`src/rtl/prefetch_ring_ctrl.sv`:
```
// Pointer and occupancy controller for a cyclic prefetch buffer.
// Allocates at the tail, completes out of order, retires in order, and drains in-flight entries on flush.
module prefetch_ring_ctrl #(
  parameter int unsigned LOG_DEPTH = 3,
  localparam int unsigned DEPTH = 1 << LOG_DEPTH
) (
  input  logic                 clk,
  input  logic                 rst,
  input  logic                 alloc_req,
  output logic                 alloc_ack,
  output logic [LOG_DEPTH-1:0] alloc_idx,
  input  logic                 done_valid,
  input  logic [LOG_DEPTH-1:0] done_idx,
  output logic                 ret_valid,
  input  logic                 ret_ready,
  output logic [LOG_DEPTH-1:0] ret_idx,
  input  logic                 flush,
  output logic                 flush_busy,
  output logic [DEPTH-1:0]     valid_mask,
  output logic [DEPTH-1:0]     done_mask,
  output logic [LOG_DEPTH:0]   count,
  output logic                 full,
  output logic                 empty,
  output logic                 err_done
);

  typedef enum logic [0:0] {StRun, StFlush} state_e;

  state_e               state_q, state_d;
  logic [LOG_DEPTH-1:0] head_q, head_d;
  logic [LOG_DEPTH-1:0] tail_q, tail_d;
  logic [LOG_DEPTH:0]   count_q, count_d;
  logic [DEPTH-1:0]     done_q, done_d;
  logic                 err_q, err_d;

  logic ret_fire;
  logic done_ok;
  logic done_bad;
  logic outstanding;

  // Bits lo .. hi-1 set, wrapping modulo DEPTH; lo == hi yields zero.
  function automatic logic [DEPTH-1:0] vector_mask(input logic [LOG_DEPTH-1:0] lo,
                                                   input logic [LOG_DEPTH-1:0] hi);
    logic [DEPTH-1:0]     m;
    logic [LOG_DEPTH-1:0] span;
    logic [LOG_DEPTH-1:0] off;
    span = hi - lo;
    for (int unsigned i = 0; i < DEPTH; i++) begin
      off  = LOG_DEPTH'(i) - lo;
      m[i] = (off < span);
    end
    return m;
  endfunction

  assign full  = (count_q == (LOG_DEPTH + 1)'(DEPTH));
  assign empty = (count_q == '0);

  // head == tail is both empty and full, so the occupancy count disambiguates.
  always_comb begin
    valid_mask = '0;
    if (full) begin
      valid_mask = '1;
    end else if (!empty) begin
      valid_mask = vector_mask(head_q, tail_q);
    end
  end

  assign done_mask   = valid_mask & done_q;
  assign outstanding = |(valid_mask & ~done_q);

  assign alloc_ack  = alloc_req & ~full & (state_q == StRun) & ~flush & ~rst;
  assign alloc_idx  = tail_q;
  assign ret_valid  = (state_q == StRun) & ~empty & done_q[head_q] & ~flush;
  assign ret_idx    = head_q;
  assign ret_fire   = ret_valid & ret_ready;
  assign flush_busy = (state_q == StFlush);
  assign count      = count_q;
  assign err_done   = err_q;

  assign done_ok  = done_valid & valid_mask[done_idx] & ~done_q[done_idx];
  assign done_bad = done_valid & ~done_ok;

  always_comb begin
    state_d = state_q;
    head_d  = head_q;
    tail_d  = tail_q;
    count_d = count_q;
    done_d  = done_q;
    err_d   = err_q | done_bad;

    if (done_ok) begin
      done_d[done_idx] = 1'b1;
    end

    unique case (state_q)
      StRun: begin
        if (flush) begin
          state_d = StFlush;
        end
        if (alloc_ack) begin
          tail_d         = tail_q + LOG_DEPTH'(1);
          done_d[tail_q] = 1'b0;
        end
        if (ret_fire) begin
          head_d = head_q + LOG_DEPTH'(1);
        end
        unique case ({alloc_ack, ret_fire})
          2'b10:   count_d = count_q + (LOG_DEPTH + 1)'(1);
          2'b01:   count_d = count_q - (LOG_DEPTH + 1)'(1);
          default: count_d = count_q;
        endcase
      end
      StFlush: begin
        if (!outstanding) begin
          state_d = StRun;
          head_d  = '0;
          tail_d  = '0;
          count_d = '0;
          done_d  = '0;
        end
      end
      default: state_d = StRun;
    endcase
  end

  always_ff @(posedge clk) begin
    if (rst) begin
      state_q <= StRun;
      head_q  <= '0;
      tail_q  <= '0;
      count_q <= '0;
      done_q  <= '0;
      err_q   <= 1'b0;
    end else begin
      state_q <= state_d;
      head_q  <= head_d;
      tail_q  <= tail_d;
      count_q <= count_d;
      done_q  <= done_d;
      err_q   <= err_d;
    end
  end

endmodule

```
`config.mk`:
```
export PLATFORM = sky130hd
export DESIGN_NAME = prefetch_ring_ctrl
export DESIGN_NICKNAME = d
export VERILOG_FILES = /design/src/rtl/prefetch_ring_ctrl.sv
export SDC_FILE = /design/constraint.sdc
export NUM_CORES = 1
export LEC_CHECK = 0
export ABC_AREA = 1
export CORE_MARGIN = 10
export CORE_UTILIZATION = 50
export CTS_CLUSTER_DIAMETER = 30
export DETAILED_ROUTE_END_ITERATION = 6
export GPL_ROUTABILITY_DRIVEN = 0
export PLACE_DENSITY_LB_ADDON = 0.25
export SYNTH_ARGS = -nofsm -noshare
export SYNTH_HDL_FRONTEND = slang
export SYNTH_SLANG_ARGS = --single-unit
export TNS_END_PERCENT = 10
```
`constraint.sdc`:
```
create_clock -name clk -period 5.5 [get_ports clk]
set_input_delay 1.1 -clock clk [delete_from_list [all_inputs] [get_ports clk]]
set_output_delay 1.1 -clock clk [all_outputs]
set_load 0.03 [all_outputs]
```
==> results by group, run 1 <==
Worst setup path
  • FF-to-FF End: alloc_idx[2]
  • Reg2reg setup slack: 2.25 ns
  • CP arrival: 3.40 ns
  • Startpoint types: flop
  • CP Class: reg2out
  • CP required: 4.40 ns
  • Worst-path fanout max: 11
  • Reg-to-Reg Start: ret_idx[0]
  • Worst setup EP type: primary output
  • Reg2Reg Depth: 19

Routing
  • Iter 0 DRT Violations: 164
  • Total Wirelength: 5410 um
  • DR WL/cell: 13.5 um
  • DRC viols: 0
  • Vias per inst: 5.26
  • Routed via count: 2,116
  • DR pass1 iterations: 4
  • Antenna viol nets, final: 0

Outcome
  • Status: finished, final reports clean

Floorplanning
  • Core area: 3940 um^2
  • Cell row count: 23
  • Initial Utilization: 0.511
  • Die Y: 83.5 um
  • Die ar.: 6970 um^2
  • Width of the die: 83.5 um
  • I/O pin total: 41

STA
  • Minimum hold slack: 0.450 ns
  • Rel. slew slack: 0.711
  • FMAX: 0.222 GHz
  • Final Slew Violations: 0
  • Clk_skew: 0.00460 ns
  • Fin crit share: 0.818
  • Final Hold Viols: 0
  • Unrepaired setup endpoints after global routing: false
  • Crit path time final: 4.50 ns
  • Setup TNS: 0 ns
  • Final-report setup violation count: 0
  • Slew @ Worst Pin: 0.433 ns

Layout
  • Fin nets: 378
  • Most common cell after layout, fill and taps aside: nand2_1
  • Post-route cell area: 2470 um^2
  • Diodes inserted: 0
  • Fraction of layout instances using a drive strength above 1: 0.105
  • Final Instance Count excl. Fillers: 402
  • Most frequent cells in the layout: nand2_1, nand3_1, inv_1, clkdlybuf4s50_1, a21oi_1
  • Area Overhead vs Synth: 22.7%

Place
  • Area of placed instances: 2400 um^2
  • Port-buffer cells: 40
  • Placed cell count: 398
  • Post-DP HPWL: 4320 um

Global route
  • GRT overflow: 0
  • Vias in the first global route: 2,003
  • First-pass GRT wire length: 9140 um
  • GRT Total Usage: 0.150
  • Largest net degree at the start of global routing: 24
  • Initial antenna violation count: 0

Pwr
  • Lkg Pwr: 1.11 nW
  • Seq pwr share: 0.169
  • Sw frac: 0.535
  • PD cells: 476 nW/um^2
  • NetSw: 0.000629 W
  • Int Power: 0.000547 W
  • Worst vdd ir: 0.000363 V
  • Clock Power Share: 0.129
  • Gate power share: 0.702

Clocking
  • CTS Hold Bufs: 0
  • TritonCTS Buffers: 3
  • H-tree levels: 1
  • Clock root buffer: clkbuf_8
  • CTS resizes: 0
  • Worst skew pair latency: 0.26 ns
  • CTS tree: built
  • Setup Buffers After CTS: 0
  • Clock-pin transition on the worst setup and hold timing paths: 0.08 ns
  • # clock sinks: 20
  • Clock Path Buffers: 2

Job
  • Max_cap viols: 0

Logic synthesis
  • FF+latch count, synth: 20
  • Leading area contributor after synthesis: dfxtp_1
  • Syn nets: 341
  • Yosys warning count: 0
  • Top post-synthesis cells by area: dfxtp_1, nand2_1, nand3_1, ha_1, a21oi_1
  • Post-Synthesis Cell Area: 2010 um^2
  • Cells after synthesis: 316
  • Post-synth top area share: 0.199
  • Sequential share of the synthesized area: 0.199
  • Syn_area_per_cell: 6.37 um^2
  • Library cells used by synthesis: 31

Min path
  • Hold path endpoint: err_done
  • Min-delay src: err_done
  • Worst hold path cell count: 2
  • Worst hold path class: reg2reg
[worst max-delay path: stages (launching register included)]
cell and delay, ns:
dfxtp_1 0.58, nand2_2 0.15, fa_1 0.42, inv_1 0.08, nand2_2 0.06, nand2_1 0.10, nand2_1 0.07, and2_4 0.16
ha_1 0.33, a21oi_1 0.17, nand3_1 0.09, nand2_1 0.11, inv_1 0.06, nor2_1 0.08, clkdlybuf4s50_1 0.67
[registers in the layout, indices dropped and copies added (netlist names)]
| name | count |
|---|---|
| flush_busy | 1 |
| alloc_idx | 3 |
| ret_idx | 3 |
| err_done | 1 |
| done_q | 8 |
| count | 4 |
[cell type report]
| type | instances | area (um^2) |
|---|---|---|
| sequential | 20 | 400 |
| clock inverter | 1 | 30.0 |
| fill | 383 | 1470 |
| tap | 50 | 62.6 |
| clock buffer | 3 | 41.3 |
| inverter | 47 | 179 |
| timing repair buffer | 40 | 400 |
| multi-input combinational | 241 | 1360 |
[metal layers]
metal,track usage,up-vias,wire length [um],part of all wire
li1,-,1096,-,-
met1,0.179,946,2370,0.44
met2,0.267,70,2610,0.48
met3,0.0332,4,386,0.071
met4,0.0304,0,36,0.0067
met5,0,-,0,0
[synthesized netlist by cell type]
| cell | number |
|---|---|
| ha_1 | 14 |
| xor2_1 | 3 |
| inv_2 | 5 |
| nor3_1 | 6 |
| buf_6 | 3 |
| nand4_1 | 3 |
| buf_12 | 1 |
| dfxtp_1 | 20 |
| nand2_1 | 76 |
| fa_1 | 2 |
| and2_4 | 1 |
| nand3_2 | 5 |
| o21ai_0 | 5 |
| buf_2 | 2 |
| nor2_4 | 4 |
| inv_4 | 1 |
| nand2_4 | 2 |
| buf_4 | 1 |
| o211a_1 | 1 |
| clkbuf_2 | 1 |
| nand3_1 | 44 |
| xnor2_1 | 2 |
| nand3_4 | 2 |
| nor2_2 | 2 |
| inv_1 | 41 |
| or2_1 | 1 |
| a21oi_2 | 1 |
| nor2_1 | 23 |
| nand3b_1 | 1 |
| a21oi_1 | 33 |
| nand2_2 | 10 |
[cell families after synthesis]
family          Yosys count  synth area share
xor+xnor                  5            0.0217
compound gates           40             0.104
buf+inv                  55             0.127
fa+ha+maj                16             0.107
flops                    20             0.199
simple gates            180             0.442
[power by group through the flow]
stage          sequential [W]  combinational, W  clock [W]
2_1_floorplan        0.000230          0.000581          0
3_3_place_gp         0.000201          0.000826          0
3_5_place_dp         0.000202          0.000829          0
4_1_cts              0.000198          0.000833   0.000153
5_1_grt              0.000202          0.000908   0.000159
6_report             0.000199          0.000825   0.000152
[how the worst max path moves through the flow]
| stage | startpoint | end | cells past startpoint |
|---|---|---|---|
| finish | ret_idx[0] | done_mask[4] | 14 |
| detailed placement | rst | alloc_ack | 7 |
| floorplan | ret_idx[1] | done_mask[4] | 13 |
| global placement | rst | alloc_ack | 7 |
| global route | ret_idx[1] | done_mask[4] | 14 |
| CTS | ret_idx[0] | done_mask[4] | 14 |
[metrics by stage]
step	utilization	setup slack (ns)	power (W)
floorplan	-	1.51	0.000811
global placement	0.609	1.19	0.00103
detailed placement	0.609	1.15	0.00103
CTS	0.627	1.02	0.00118
global route	0.627	0.838	0.00127
finish	0.627	1.00	0.00118
No activity file was read; power rests on OpenSTA's default activity.
==> inputs of run 2 (changes only) <==
- CORE_UTILIZATION: 50 -> 47
- clock period: 5.5 -> 4 ns (I/O delays scaled with it)
==> run 2 against run 1 <==
Total power increased by 35%. Register-to-register slack got worse by 1.3 ns. Largest power group unchanged. First-iteration DRC count increased by 13%. Critical path depth decreased by 3. Highest routed layer unchanged. Largest cell class unchanged.
==> results by group, run 2 (same netlist as run 1, synthesis figures left out) <==
Outcome
  • Status: finished, final reports clean

Clocking
  • H-tree levels: 1 (unchanged)
  • TritonCTS Buffers: 3 (unchanged)
  • Clock-pin transition on the worst setup and hold timing paths: 0.08 ns (about the same)
  • Setup Buffers After CTS: 0 (unchanged)
  • Worst skew pair latency: 0.26 ns (about the same)
  • # clock sinks: 20 (unchanged)
  • Clock root buffer: clkbuf_8
  • CTS tree: built
  • Clock Path Buffers: 2 (unchanged)

Pwr
  • Int Power: 0.000704 W (+29%)
  • Clock Power Share: 0.101 (-0.028)
  • Worst vdd ir: 0.000484 V (+33%)
  • Lkg Pwr: 1.30 nW (+17%)
  • NetSw: 0.000885 W (+41%)
  • Gate power share: 0.727 (+0.025)
  • Seq pwr share: 0.172 (+0.003)
  • PD cells: 633 nW/um^2 (+33%)
  • Sw frac: 0.557 (+0.0220)

Layout
  • Most frequent cells in the layout: nand2_1, nand3_1, inv_1, a21oi_1, clkdlybuf4s50_1
  • FF+latch area: 400 um^2 (unchanged)
  • Diodes inserted: 0 (unchanged)
  • Fin nets: 382 (+1.1%)
  • Max FFs per register: 8 (unchanged)
  • Most common cell after layout, fill and taps aside: nand2_1
  • FILL cells: 398 (+3.9%)
  • Largest Register: done_q
  • Fraction of layout instances using a drive strength above 1: 0.115 (+0.0101)
  • Area of the multi-input gates: 1360 um^2 (unchanged)
  • Post-route cell area: 2510 um^2 (+1.6%)
  • Area Overhead vs Synth: 24.7%

STA
  • Final Hold Viols: 0 (unchanged)
  • Crit path time final: 3.72 ns
  • Final-report setup violation count: 0 (unchanged)
  • Slew @ Worst Pin: 0.374 ns (-0.0585 ns)
  • Setup TNS: 0 ns (unchanged)
  • FMAX: 0.269 GHz
  • Rel. slew slack: 0.750 (+0.0390)
  • Final Slew Violations: 0 (unchanged)
  • Clk_skew: 0.00729 ns (+0.00270 ns)
  • Unrepaired setup endpoints after global routing: false
  • Fin crit share: 0.930

Global route
  • Grt met1 use: 0.190 (+0.0114)
  • GR peak layer: met2
  • GRT Total Usage: 0.152 (+0.00194)
  • Initial antenna violation count: 0 (unchanged)
  • M3 GR Usage: 0.0421 (+0.00886)
  • First-pass GRT wire length: 9490 um (+3.9%)
  • Largest net degree at the start of global routing: 24 (unchanged)
  • GRT overflow: 0 (unchanged)
  • Global-route track usage on met2: 0.242 (-0.0250)
  • Vias in the first global route: 2,047 (+2.2%)

Floorplanning
  • Core area: 4090 um^2 (+3.6%)
  • Initial Utilization: 0.493 (-0.0180)
  • Width of the die: 85.5 um (+2.4%)
  • I/O pin total: 41 (unchanged)
  • Die ar.: 7300 um^2 (+4.8%)
  • Cell row count: 23 (unchanged)
  • Die Y: 85.5 um (+2.4%)

Worst setup path
  • Worst-path fanout max: 6 (-5)
  • Startpoint types: flop
  • CP Class: reg2out
  • Worst setup EP type: primary output
  • CP arrival: 2.92 ns (-0.48 ns)
  • Reg2reg setup slack: 0.93 ns (-1.32 ns)
  • CP required: 3.20 ns (-1.20 ns)

Routing
  • Routed via count: 2,165 (+2.3%)
  • DR WL/cell: 14.0 um (+4.2%)
  • DRC viols: 0 (unchanged)
  • DR pass1 iterations: 6 (+2)
  • Antenna viol nets, final: 0 (unchanged)
  • Total Wirelength: 5690 um (+5.2%)
  • Iter 0 DRT Violations: 186 (+13%)
  • Vias per inst: 5.33 (+1.3%)

Place
  • Post-DP HPWL: 4460 um (+3.2%)
  • Port-buffer cells: 40 (unchanged)
  • Area of placed instances: 2430 um^2 (+1.3%)

Job
  • Max_cap viols: 0 (unchanged)

Min path
  • Worst hold path class: reg2reg
## run 2: changes by cell type in the layout (fill, tap and decap cells not counted)
cell / change
buf_4: +4
bufinv_16: -1
clkbuf_8: +1
clkdlybuf4s50_1: -10
dlymetal6s2s_1: +10
## run 2: stage by stage
| stage | hold WS (ns) | instances | setup WS (ns) | total power [W] | util |
|---|---|---|---|---|---|
| after detailed placement | 0.445 | 402 | 0.361 | 0.00143 | 0.595 |
| after global routing | 0.531 | 406 | 0.105 | 0.00171 | 0.615 |
| after floorplan | 0.466 | 316 | 0.308 | 0.00111 | - |
| after CTS | 0.457 | 406 | 0.0523 | 0.00160 | 0.608 |
| final | 0.454 | 406 | 0.280 | 0.00159 | 0.615 |
| after global placement | 0.439 | 402 | 0.441 | 0.00142 | 0.595 |
## run 2: power groups by stage
stage	sequential [W]	combinational (W)	clock, W
6_report	0.000273	0.00116	0.000161
4_1_cts	0.000273	0.00117	0.000162
5_1_grt	0.000278	0.00126	0.000172
2_1_floorplan	0.000316	0.000798	0
3_5_place_dp	0.000277	0.00116	0
3_3_place_gp	0.000274	0.00114	0
## run 2: path summary, 6_finish.rpt
| check | startpoint | endpoint | cells past startpoint |
|---|---|---|---|
| setup / recovery | alloc_idx[0] | done_mask[1] | 11 |
| hold / removal | err_done | err_done | 2 |
| setup reg to reg | alloc_idx[0] | alloc_idx[2] | 20 |
| hold reg to reg | err_done | err_done | 2 |
## run 2: worst max-delay path, stage by stage (launching register included)
cell             delay, ns
dfxtp_1               0.32
inv_2                 0.10
nand2_2               0.09
fa_1                  0.49
inv_1                 0.10
ha_1                  0.32
nand2_1               0.09
nand2_1               0.05
a21oi_1               0.14
nand2_2               0.11
a21oi_1               0.14
clkdlybuf4s50_1       0.69
## run 2: what timing repair did
item | in CTS | in global routing
setup endpoints to repair | 0 | 10
hold buffers | 0 | 0
resized for setup | 0 | 10
## run 2: routing by layer
layer | vias to the layer above | share of wire
met3 | 9 | 0.078
met5 | - | 0
met2 | 73 | 0.46
met4 | 0 | 0.014
met1 | 982 | 0.45
li1 | 1101 | -
## run 2: area by class of cell
class	instances	area share
Clock buffer	4	0.0219
Inverter	47	0.0713
Tap cell	50	0.0249
Sequential cell	20	0.159
Multi-Input combinational cell	241	0.541
Timing Repair Buffer	44	0.181
